<file path="src/rtl/sram_arb_pkg.sv">
// Shared types and default sizing for the predictor-table SRAM arbiter.
package sram_arb_pkg;

  localparam int DEFAULT_ADDR_W    = 11;
  localparam int DEFAULT_DATA_W    = 5;
  localparam int DEFAULT_MAX_DEFER = 4;

  typedef enum logic {
    ST_INIT = 1'b0,
    ST_RUN  = 1'b1
  } arb_state_t;

  typedef struct packed {
    logic                      valid;
    logic [DEFAULT_ADDR_W-1:0] addr;
    logic [DEFAULT_DATA_W-1:0] data;
  } wb_entry_t;

endpackage

</file>
<file path="src/rtl/sram_arb_wbuf.sv">
// One-entry write buffer with an address comparator for read bypass.
module sram_arb_wbuf
  import sram_arb_pkg::*;
#(
  parameter int ADDR_W = DEFAULT_ADDR_W,
  parameter int DATA_W = DEFAULT_DATA_W
) (
  input  logic              clock,
  input  logic              reset,
  input  logic              load,
  input  logic              drain,
  input  logic [ADDR_W-1:0] load_addr,
  input  logic [DATA_W-1:0] load_data,
  input  logic [ADDR_W-1:0] lookup_addr,
  output logic              wb_valid,
  output logic [ADDR_W-1:0] wb_addr,
  output logic [DATA_W-1:0] wb_data,
  output logic              hit
);

  // A load in a drain cycle simply replaces the entry being written out.
  always_ff @(posedge clock) begin
    if (reset) begin
      wb_valid <= 1'b0;
      wb_addr  <= '0;
      wb_data  <= '0;
    end else if (load) begin
      wb_valid <= 1'b1;
      wb_addr  <= load_addr;
      wb_data  <= load_data;
    end else if (drain) begin
      wb_valid <= 1'b0;
    end
  end

  assign hit = wb_valid && (lookup_addr == wb_addr);

endmodule

</file>
<file path="src/rtl/sram_rw_arbiter.sv">
// Shares a single-port SRAM between lookup reads and buffered updates,
// after clearing the whole array with an initialization sweep.
module sram_rw_arbiter
  import sram_arb_pkg::*;
#(
  parameter int          ADDR_W    = DEFAULT_ADDR_W,
  parameter int          DATA_W    = DEFAULT_DATA_W,
  parameter int          DEPTH     = 2048,
  parameter int unsigned INIT_VAL  = 0,
  parameter int          MAX_DEFER = DEFAULT_MAX_DEFER
) (
  input  logic              clock,
  input  logic              reset,
  input  logic              r_req_valid,
  output logic              r_req_ready,
  input  logic [ADDR_W-1:0] r_req_addr,
  output logic              r_resp_valid,
  output logic [DATA_W-1:0] r_resp_data,
  input  logic              w_req_valid,
  output logic              w_req_ready,
  input  logic [ADDR_W-1:0] w_req_addr,
  input  logic [DATA_W-1:0] w_req_data,
  output logic              init_done,
  output logic              sram_en,
  output logic              sram_wmode,
  output logic [ADDR_W-1:0] sram_addr,
  output logic [DATA_W-1:0] sram_wdata,
  input  logic [DATA_W-1:0] sram_rdata
);

  localparam int                DEFER_W   = $clog2(MAX_DEFER + 1);
  localparam logic [DEFER_W-1:0] DEFER_MAX = DEFER_W'(MAX_DEFER);
  localparam logic [ADDR_W:0]    INIT_LAST = (ADDR_W + 1)'(DEPTH - 1);
  localparam logic [DATA_W-1:0]  INIT_DATA = DATA_W'(INIT_VAL);

  arb_state_t         state, next_state;
  logic [ADDR_W:0]    init_cnt;
  logic [DEFER_W-1:0] defer_cnt;

  logic              wb_valid;
  logic [ADDR_W-1:0] wb_addr;
  logic [DATA_W-1:0] wb_data;
  logic              wb_hit;

  logic drain, r_accept, r_hit, defer_inc, forced, w_accept;

  logic              resp_valid_q;
  logic              resp_hit_q;
  logic [DATA_W-1:0] resp_data_q;

  assign forced   = wb_valid && (defer_cnt == DEFER_MAX);
  assign w_accept = w_req_valid && w_req_ready;

  sram_arb_wbuf #(
    .ADDR_W(ADDR_W),
    .DATA_W(DATA_W)
  ) u_wbuf (
    .clock      (clock),
    .reset      (reset),
    .load       (w_accept),
    .drain      (drain),
    .load_addr  (w_req_addr),
    .load_data  (w_req_data),
    .lookup_addr(r_req_addr),
    .wb_valid   (wb_valid),
    .wb_addr    (wb_addr),
    .wb_data    (wb_data),
    .hit        (wb_hit)
  );

  always_ff @(posedge clock) begin
    if (reset) begin
      state        <= ST_INIT;
      init_cnt     <= '0;
      defer_cnt    <= '0;
      resp_valid_q <= 1'b0;
      resp_hit_q   <= 1'b0;
      resp_data_q  <= '0;
    end else begin
      state <= next_state;
      if (state == ST_INIT) init_cnt <= init_cnt + (ADDR_W + 1)'(1);
      if (drain) defer_cnt <= '0;
      else if (defer_inc && (defer_cnt != DEFER_MAX)) defer_cnt <= defer_cnt + DEFER_W'(1);
      resp_valid_q <= r_accept;
      resp_hit_q   <= r_hit;
      if (r_hit) resp_data_q <= wb_data;
    end
  end

  // Port decision: forced drain, read hit (bypass + drain), read miss, idle drain.
  always_comb begin
    next_state  = state;
    sram_en     = 1'b0;
    sram_wmode  = 1'b0;
    sram_addr   = '0;
    sram_wdata  = '0;
    drain       = 1'b0;
    r_accept    = 1'b0;
    r_hit       = 1'b0;
    defer_inc   = 1'b0;
    r_req_ready = 1'b0;
    w_req_ready = 1'b0;
    if (!reset) begin
      if (state == ST_INIT) begin
        sram_en    = 1'b1;
        sram_wmode = 1'b1;
        sram_addr  = init_cnt[ADDR_W-1:0];
        sram_wdata = INIT_DATA;
        if (init_cnt == INIT_LAST) next_state = ST_RUN;
      end else begin
        r_req_ready = !forced;
        if (forced) begin
          drain = 1'b1;
        end else if (r_req_valid && wb_hit) begin
          drain    = 1'b1;
          r_accept = 1'b1;
          r_hit    = 1'b1;
        end else if (r_req_valid) begin
          r_accept  = 1'b1;
          sram_en   = 1'b1;
          sram_addr = r_req_addr;
          defer_inc = wb_valid;
        end else if (wb_valid) begin
          drain = 1'b1;
        end
        if (drain) begin
          sram_en    = 1'b1;
          sram_wmode = 1'b1;
          sram_addr  = wb_addr;
          sram_wdata = wb_data;
        end
        w_req_ready = !wb_valid || drain;
      end
    end
  end

  assign init_done    = !reset && (state == ST_RUN);
  assign r_resp_valid = !reset && resp_valid_q;
  assign r_resp_data  = (!reset && resp_valid_q) ? (resp_hit_q ? resp_data_q : sram_rdata) : '0;

endmodule
</file>
<file path="config.mk">
export PLATFORM = sky130hd
export DESIGN_NAME = sram_rw_arbiter
export DESIGN_NICKNAME = d
export VERILOG_FILES = /design/src/rtl/sram_arb_pkg.sv /design/src/rtl/sram_arb_wbuf.sv /design/src/rtl/sram_rw_arbiter.sv
export SDC_FILE = /design/constraint.sdc
export NUM_CORES = 1
export LEC_CHECK = 0
export BUFFER_PORTS_ARGS = -buffer_cell sky130_fd_sc_hd__buf_2
export CAP_MARGIN = 20
export CORE_MARGIN = 5
export CORE_UTILIZATION = 57
export CTS_CLUSTER_DIAMETER = 80
export CTS_CLUSTER_SIZE = 40
export DETAILED_ROUTE_END_ITERATION = 16
export PLACE_DENSITY = 0.95
export SKIP_CTS_REPAIR_TIMING = 1
export SYNTH_ARGS = -nofsm -noshare
export SYNTH_HDL_FRONTEND = slang
export SYNTH_SLANG_ARGS = --single-unit
</file>
<file path="constraint.sdc">
create_clock -name clock -period 3.55 [get_ports clock]
set_clock_uncertainty 0.05 [all_clocks]
set_input_delay 0.1775 -clock clock [delete_from_list [all_inputs] [get_ports clock]]
set_output_delay 0.1775 -clock clock [all_outputs]
set_load 0.02 [all_outputs]
</file>
==> summary.md, run 1 <==
| Metric | Value |
|---|---|
| Final slew viol count | 0 |
| Area share of the largest cell type after synthesis | 34.0% |
| Mapped Nets | 336 |
| Vias in the first global route | 2262 |
| PnR worst setup slack | 0.529 ns |
| Die ar. | 0.00551 mm² |
| I/O pin count | 63 |
| Area after DPL | 0.00266 mm² |
| Non-Filler Instances | 402 |
| # rows | 23 |
| RSZ-0062 raised after global routing | false |
| CTS H-tree lvls | 2 |
| CP Cell Sequence | nand2_1 > nor4_1 > nand3_1 > and3_1 > a311o_1 > buf_2 |
| Hold Crit Class | in -> reg |
| Place WS | 1.02 ns |
| Final setup vio count | 0 |
| Fin. Hold Viols | 0 |
| Largest stage delay, worst path | 0.52 ns |
| Register area | 801 µm² |
| Area leader, netlist | dfxtp_1 |
| First-pass GRT wire length | 10400 µm |
| Most frequent cell after synthesis | dfxtp_1 |
| Fin crit period | 3.02 ns |
| Initial antenna violation count | 0 |
| Clock buffer depth | 2 |
| Hold WS | 0.0504 ns |
| Fin util | 68.8% |
| GP Congestion | 0.910 |
| Critical path data required time | 3.32 ns |
| Multi-input gate area | 0.00144 mm² |
| Post-synth EDFFs | 0 |
| Warnings, synthesis | 0 |
| Via density | 6.06 |
| Placed wire-length estimate | 4570 µm |
| Leakage Power | 1.23 nW |
| Crit. End Element | output port |
| Reg clk slew, reported paths | 0.07 ns |
| Synth cell count leaders | 40 x dfxtp_1, 38 x nor2_1, 29 x a21oi_1, 24 x nand3_1 |
| Clk_lat worst skew | 0.30 ns |
| Cell variety after synth | 36 |
| CP max FO | 14 |
| GRT Residual Overflow | 0 |
| Sequential-to-total area share from yosys stat | 34.0% |
| Starting DRT DRC Count | 277 |
| DRC viols | 0 |
| FFs w/ async S/R, synth | 0% |
| Status | finished clean |
| Via count | 2435 |
| Slew Limit Headroom | 42.2% |
| Mapped Area | 0.00235 mm² |
| Crit-path slowest cell | dfxtp_1 |
| Cells after synthesis | 297 |
| I/O Buffers | 62 |
| Placed cell count | 394 |
| DIE HEIGHT | 74.3 µm |
| Area grow syn2layout | 17.0% |
| Power per Cell Area | 307 mW/mm² |
| Starting density of the core | 58.8% |
| Period Utilization, post-route | 85.1% |
| Worst-Margin Slew | 0.864 ns |
| Crit Path Category | reg -> out |
| Root buf cell | clkbuf_8 |
| Post-Route WL | 6610 µm |
| Fmax | 331 MHz |
| Setup crit start kind | flip-flop |
| Wire per inst | 16.4 µm |
| Setup TNS | 0 ns |
| TritonCTS buffer count | 5 |
| FILL cells | 319 |
| Max Cap Violations | 0 |
| CTS tree | built |
| Layout cell share with drive strength beyond 1 | 21.3% |
| Placeable Area | 0.00400 mm² |
| Top cells by area, synth | dfxtp_1 34%, a21oi_1 6.2%, nor2_1 6.1% |
| Pin count of the biggest net entering global routing | 52 |
| # diodes | 0 |
| Layout net count | 390 |
| Seq cells post-synth | 40 |
| Post-synth top flop | dfxtp_1 |
| Antenna-violating nets left | 0 |
| Worst endpoint data arrival time | 2.79 ns |
| Synth Area per Inst | 7.92 µm² |
| Peak VDD IR | 186 µV |
| Detailed-router iteration count before antenna repair | 5 |
| Overall Global Routing Usage | 24.7% |
| Pwr Total | 845 µW |
| Clock net sink count | 40 |
| Die X | 74.3 µm |
| Final Cell Area | 0.00275 mm² |
## final cells by class
type	instances	area share [%]
tap	50	2.27
sequential	40	29.1
timing repair buffer	66	12.4
clock buffer	8	3.27
multi-input combinational	232	52.2
inverter	6	0.818
## path summary, 6_finish.rpt
check | start | end | slack, ns | cells past startpoint
max | u_wbuf.wb_valid | sram_addr[7] | 0.53 | 6
max reg2reg | state | u_wbuf.wb_data[3] | 1.09 | 6
min reg2reg | u_wbuf.wb_data[0] | u_wbuf.wb_data[0] | 0.44 | 2
min | w_req_data[4] | u_wbuf.wb_data[4] | 0.05 | 3
## worst max-delay path, delay by kind of cell (launching register included)
kind | cells | cell delay, ns
and+or+nand+nor | 4 | 1.51
buffers and inverters | 1 | 0.16
AOI/OAI and AO/OA | 1 | 0.31
DFF | 1 | 0.52
## power by group
group / switching [mW] / total (mW) / internal, mW / leakage (nW)
clock network: 0.161 / 0.319 / 0.159 / 0.0455
registers: 0.00424 / 0.456 / 0.451 / 0.323
logic: 0.0396 / 0.0705 / 0.0309 / 0.859
total: 0.205 / 0.845 / 0.641 / 1.23
## cells by family after synthesis
| logic type | count (synthesis) | synth area share (%) |
|---|---|---|
| buf+inv | 25 | 4.89 |
| compound gates | 66 | 18.0 |
| flops | 40 | 34.0 |
| mux | 12 | 5.10 |
| simple gates | 133 | 29.7 |
| fa+ha+maj | 3 | 1.60 |
| xor+xnor | 18 | 6.70 |
## cells in the final DEF (no fill, tap or decap), types with 2 or more instances in the layout
cell type / instances
nor3_1: 2
ha_1: 3
xnor2_1: 5
dfxtp_1: 40
a311o_1: 11
clkbuf_8: 6
buf_2: 62
and2_1: 6
inv_1: 6
or3_1: 3
buf_4: 4
nand4_1: 7
o21ai_0: 11
nand2b_1: 7
a21oi_1: 29
nor4_1: 4
and4_1: 3
a31oi_1: 2
and3_1: 11
nand3_1: 24
clkbuf_1: 2
nor2b_1: 13
nand2_1: 11
xor2_1: 13
o21ai_1: 8
nor2_1: 38
or4_4: 2
mux2i_1: 12
## state kept, by name (all words and copies together), names as in the netlist
signal,count
resp_valid_q,1
u_wbuf.wb_valid,1
u_wbuf.wb_data,5
resp_data_q,5
u_wbuf.wb_addr,11
defer_cnt,3
state,1
resp_hit_q,1
init_cnt,12
## routing by layer
| layer | vias up | GRT usage (%) | part of all wire (%) |
|---|---|---|---|
| met2 | 135 | 40.0 | 47 |
| met1 | 1103 | 30.2 | 39 |
| met3 | 27 | 7.03 | 10 |
| met5 | - | 0 | 0 |
| met4 | 0 | 12.1 | 3.8 |
| li1 | 1170 | - | - |
Note: power is estimated with default switching activity, not from simulation.
==> inputs of run 2 (changes only) <==
CORE_ASPECT_RATIO = 0.9   (was default)
CORE_MARGIN = 2   (was 5)
==> run 2 against run 1 <==
  * Sequential share of layout area up 0.066 points
  * Die area decreased by 15%
  * Highest routed layer unchanged
  * Sequential power about the same
  * Combinational power is essentially flat
  * Critical endpoint is now sram_addr[3]
  * Clock-buffer cell count down 1
  * Global-route usage is 2.6 points higher
==> summary.md, run 2 (synthesized netlist as in run 1, its figures left out) <==
| Metric | Value |
|---|---|
| Status | finished clean (unchanged) |
| Placed wire-length estimate | 4490 µm (was 4570 µm) |
| Placeable Area | 0.00402 mm² (was 0.00400 mm²) |
| Pin count of the biggest net entering global routing | 52 (unchanged) |
| Setup TNS | 0 ns (unchanged) |
| Critical path data required time | 3.32 ns (about the same) |
| Max Cap Violations | 0 (unchanged) |
| Period Utilization, post-route | 84.7% (was 85.1%) |
| Area grow syn2layout | 16.7% (was 17.0%) |
| Initial antenna violation count | 0 (unchanged) |
| Largest Register | init_cnt (unchanged) |
| GP Congestion | 0.903 (was 0.910) |
| Clock buffer depth | 2 (unchanged) |
| FF-to-FF End | u_wbuf.wb_data[0] (was u_wbuf.wb_data[3]) |
| Layout net count | 389 (was 390) |
| CTS tree | built (unchanged) |
| Crit. End Element | output port (unchanged) |
| Combinational fraction of design power | 8.3% (about the same) |
| Switching pwr | 210 µW (was 205 µW) |
| Clock net sink count | 40 (unchanged) |
| Worst Hold Endpoint | u_wbuf.wb_data[3] (was u_wbuf.wb_data[4]) |
| First-pass GRT wire length | 10000 µm (was 10400 µm) |
| I/O pin count | 63 (unchanged) |
| Wire per inst | 15.8 µm (was 16.4 µm) |
| DRC viols | 0 (unchanged) |
| GRT Residual Overflow | 0 (unchanged) |
| # diodes | 0 (unchanged) |
| Commonest non-fill, non-tap cells in the layout | 62 x buf_2, 40 x dfxtp_1, 38 x nor2_1 (unchanged) |
| R2R setup slack | 0.89 ns (was 1.09 ns) |
| HP Start | w_req_data[3] (was w_req_data[4]) |
| Pwr Total | 850 µW (was 845 µW) |
| Crit-path slowest cell | a21boi_0 (was dfxtp_1) |
| Root buf cell | clkbuf_8 (unchanged) |
| Post-Route WL | 6300 µm (was 6610 µm) |
| Worst-Margin Slew | 0.878 ns (was 0.864 ns) |
| Most used cell along the critical path | nor2_1 |
| # rows | 22 (was 23) |
| Crit Path Category | reg -> out (unchanged) |
| Commonest non-fill, non-tap cell in the layout | buf_2 (unchanged) |
| Via count | 2411 (was 2435) |
| Final setup vio count | 0 (unchanged) |
| Power per Cell Area | 309 mW/mm² (was 307 mW/mm²) |
| Final slew viol count | 0 (unchanged) |
| DIE HEIGHT | 65.0 µm (was 74.3 µm) |
| Antenna-violating nets left | 0 (unchanged) |
| CP max FO | 12 (was 14) |
| Peak VDD IR | 323 µV (was 186 µV) |
| Setup crit start kind | flip-flop (unchanged) |
| Starting DRT DRC Count | 181 (was 277) |
| Clk_lat worst skew | 0.31 ns (was 0.30 ns) |
| Reg clk slew, reported paths | 0.08 ns (was 0.07 ns) |
| Biggest regs | init_cnt x12, u_wbuf.wb_addr x11 (unchanged) |
| Worst endpoint data arrival time | 2.78 ns (was 2.79 ns) |
| Fin crit period | 3.01 ns (was 3.02 ns) |
| P_int | 640 µW (was 641 µW) |
| Reg2reg start | state (unchanged) |
| I/O Buffers | 62 (unchanged) |
| Via density | 6.04 (was 6.06) |
| Detailed-router iteration count before antenna repair | 7 (was 5) |
| Vias in the first global route | 2276 (was 2262) |
| Sw frac | 24.7% (was 24.2%) |
| Leakage Power | 1.22 nW (was 1.23 nW) |
| R2R depth | 5 (was 6) |
| Min-Delay Path Depth | 3 (unchanged) |
| CTS H-tree lvls | 2 (unchanged) |
| Fmax | 332 MHz (was 331 MHz) |
| Die X | 71.7 µm (was 74.3 µm) |
| Die ar. | 0.00466 mm² (was 0.00551 mm²) |
| Starting density of the core | 58.6% (was 58.8%) |
| Fin. Hold Viols | 0 (unchanged) |
| Largest stage delay, worst path | 0.59 ns (was 0.52 ns) |
| Overall Global Routing Usage | 27.3% (was 24.7%) |
| FILL cells | 349 (was 319) |
| TritonCTS buffer count | 5 (unchanged) |
| Hold Crit Class | in -> reg (unchanged) |
| Layout cell share with drive strength beyond 1 | 21.4% (was 21.3%) |
| Sequential share of power | 53.6% (was 53.9%) |
| CP Cell Sequence | inv_1 > ha_1 > a21boi_0 > nor2_1 > a21oi_1 > nor2_1 > a311o_1 > buf_2 (was nand2_1 > nor4_1 > nand3_1 > and3_1 > a311o_1 > buf_2) |
| Clock network power share | 38.1% (was 37.8%) |
| RSZ-0062 raised after global routing | false (unchanged) |
| Max reg flops | 12 (unchanged) |
| Slew Limit Headroom | 41.3% (was 42.2%) |
==> run 2: worst max-delay path by stage <==
| stage | start | to | slack (ns) | cells past startpoint |
|---|---|---|---|---|
| after floorplan | defer_cnt[0] | sram_addr[6] | 1.38 | 8 |
| after global placement | u_wbuf.wb_valid | sram_addr[6] | 1.10 | 6 |
| after detailed placement | defer_cnt[0] | sram_addr[4] | 0.95 | 8 |
| after CTS | defer_cnt[0] | sram_addr[3] | 0.56 | 8 |
| after global routing | defer_cnt[0] | sram_addr[8] | 0.44 | 8 |
| final | defer_cnt[0] | sram_addr[3] | 0.54 | 8 |
==> run 2: power by group through the flow <==
stage / combinational, mW / clock [mW] / sequential (mW)
floorplan: 0.0382 / 0 / 0.464
global placement: 0.0671 / 0 / 0.466
detailed placement: 0.0691 / 0 / 0.466
CTS: 0.0697 / 0.324 / 0.456
global route: 0.0758 / 0.343 / 0.456
finish: 0.0704 / 0.324 / 0.456
==> run 2: final cells by class <==
class                      count  area (µm²)  share of cell area [%]
clock inverter                 1        7.51                   0.273
timing repair buffer          65         333                    12.1
inverter                       6        22.5                   0.820
sequential                    40         801                    29.1
clock buffer                   7        86.3                    3.14
tap                           48        60.1                    2.19
multi-input combinational    232        1440                    52.3
==> run 2: routing by layer <==
layer	GRT usage [%]	up-vias	routed length [µm]
li1	-	1170	-
met1	31.4	1107	2570
met2	47.2	118	3070
met3	7.93	16	514
met4	11.3	0	136
met5	0	-	0
==> run 2: worst max-delay path, delay by kind of cell, from the launching register on <==
family                   cells  cell delay (ns)
AO/OA/AOI/OAI                3             1.15
AND/OR/NAND/NOR              2             0.48
adder cells (fa/ha/maj)      1             0.23
buffers and inverters        2             0.22
flip-flops                   1             0.38
==> run 2: through the flow <==
stage / util [%] / instances / worst slack (ns) / area, µm² / hold WS, ns
3_5_place_dp: 66.0 / 391 / 0.949 / 2650 / 0.349
2_1_floorplan: - / 297 / 1.38 / 2350 / 0.258
4_1_cts: 68.4 / 399 / 0.560 / 2750 / 0.0375
6_report: 68.4 / 399 / 0.542 / 2750 / 0.0379
3_3_place_gp: 66.0 / 391 / 1.10 / 2650 / 0.346
5_1_grt: 68.4 / 399 / 0.440 / 2750 / 0.0731
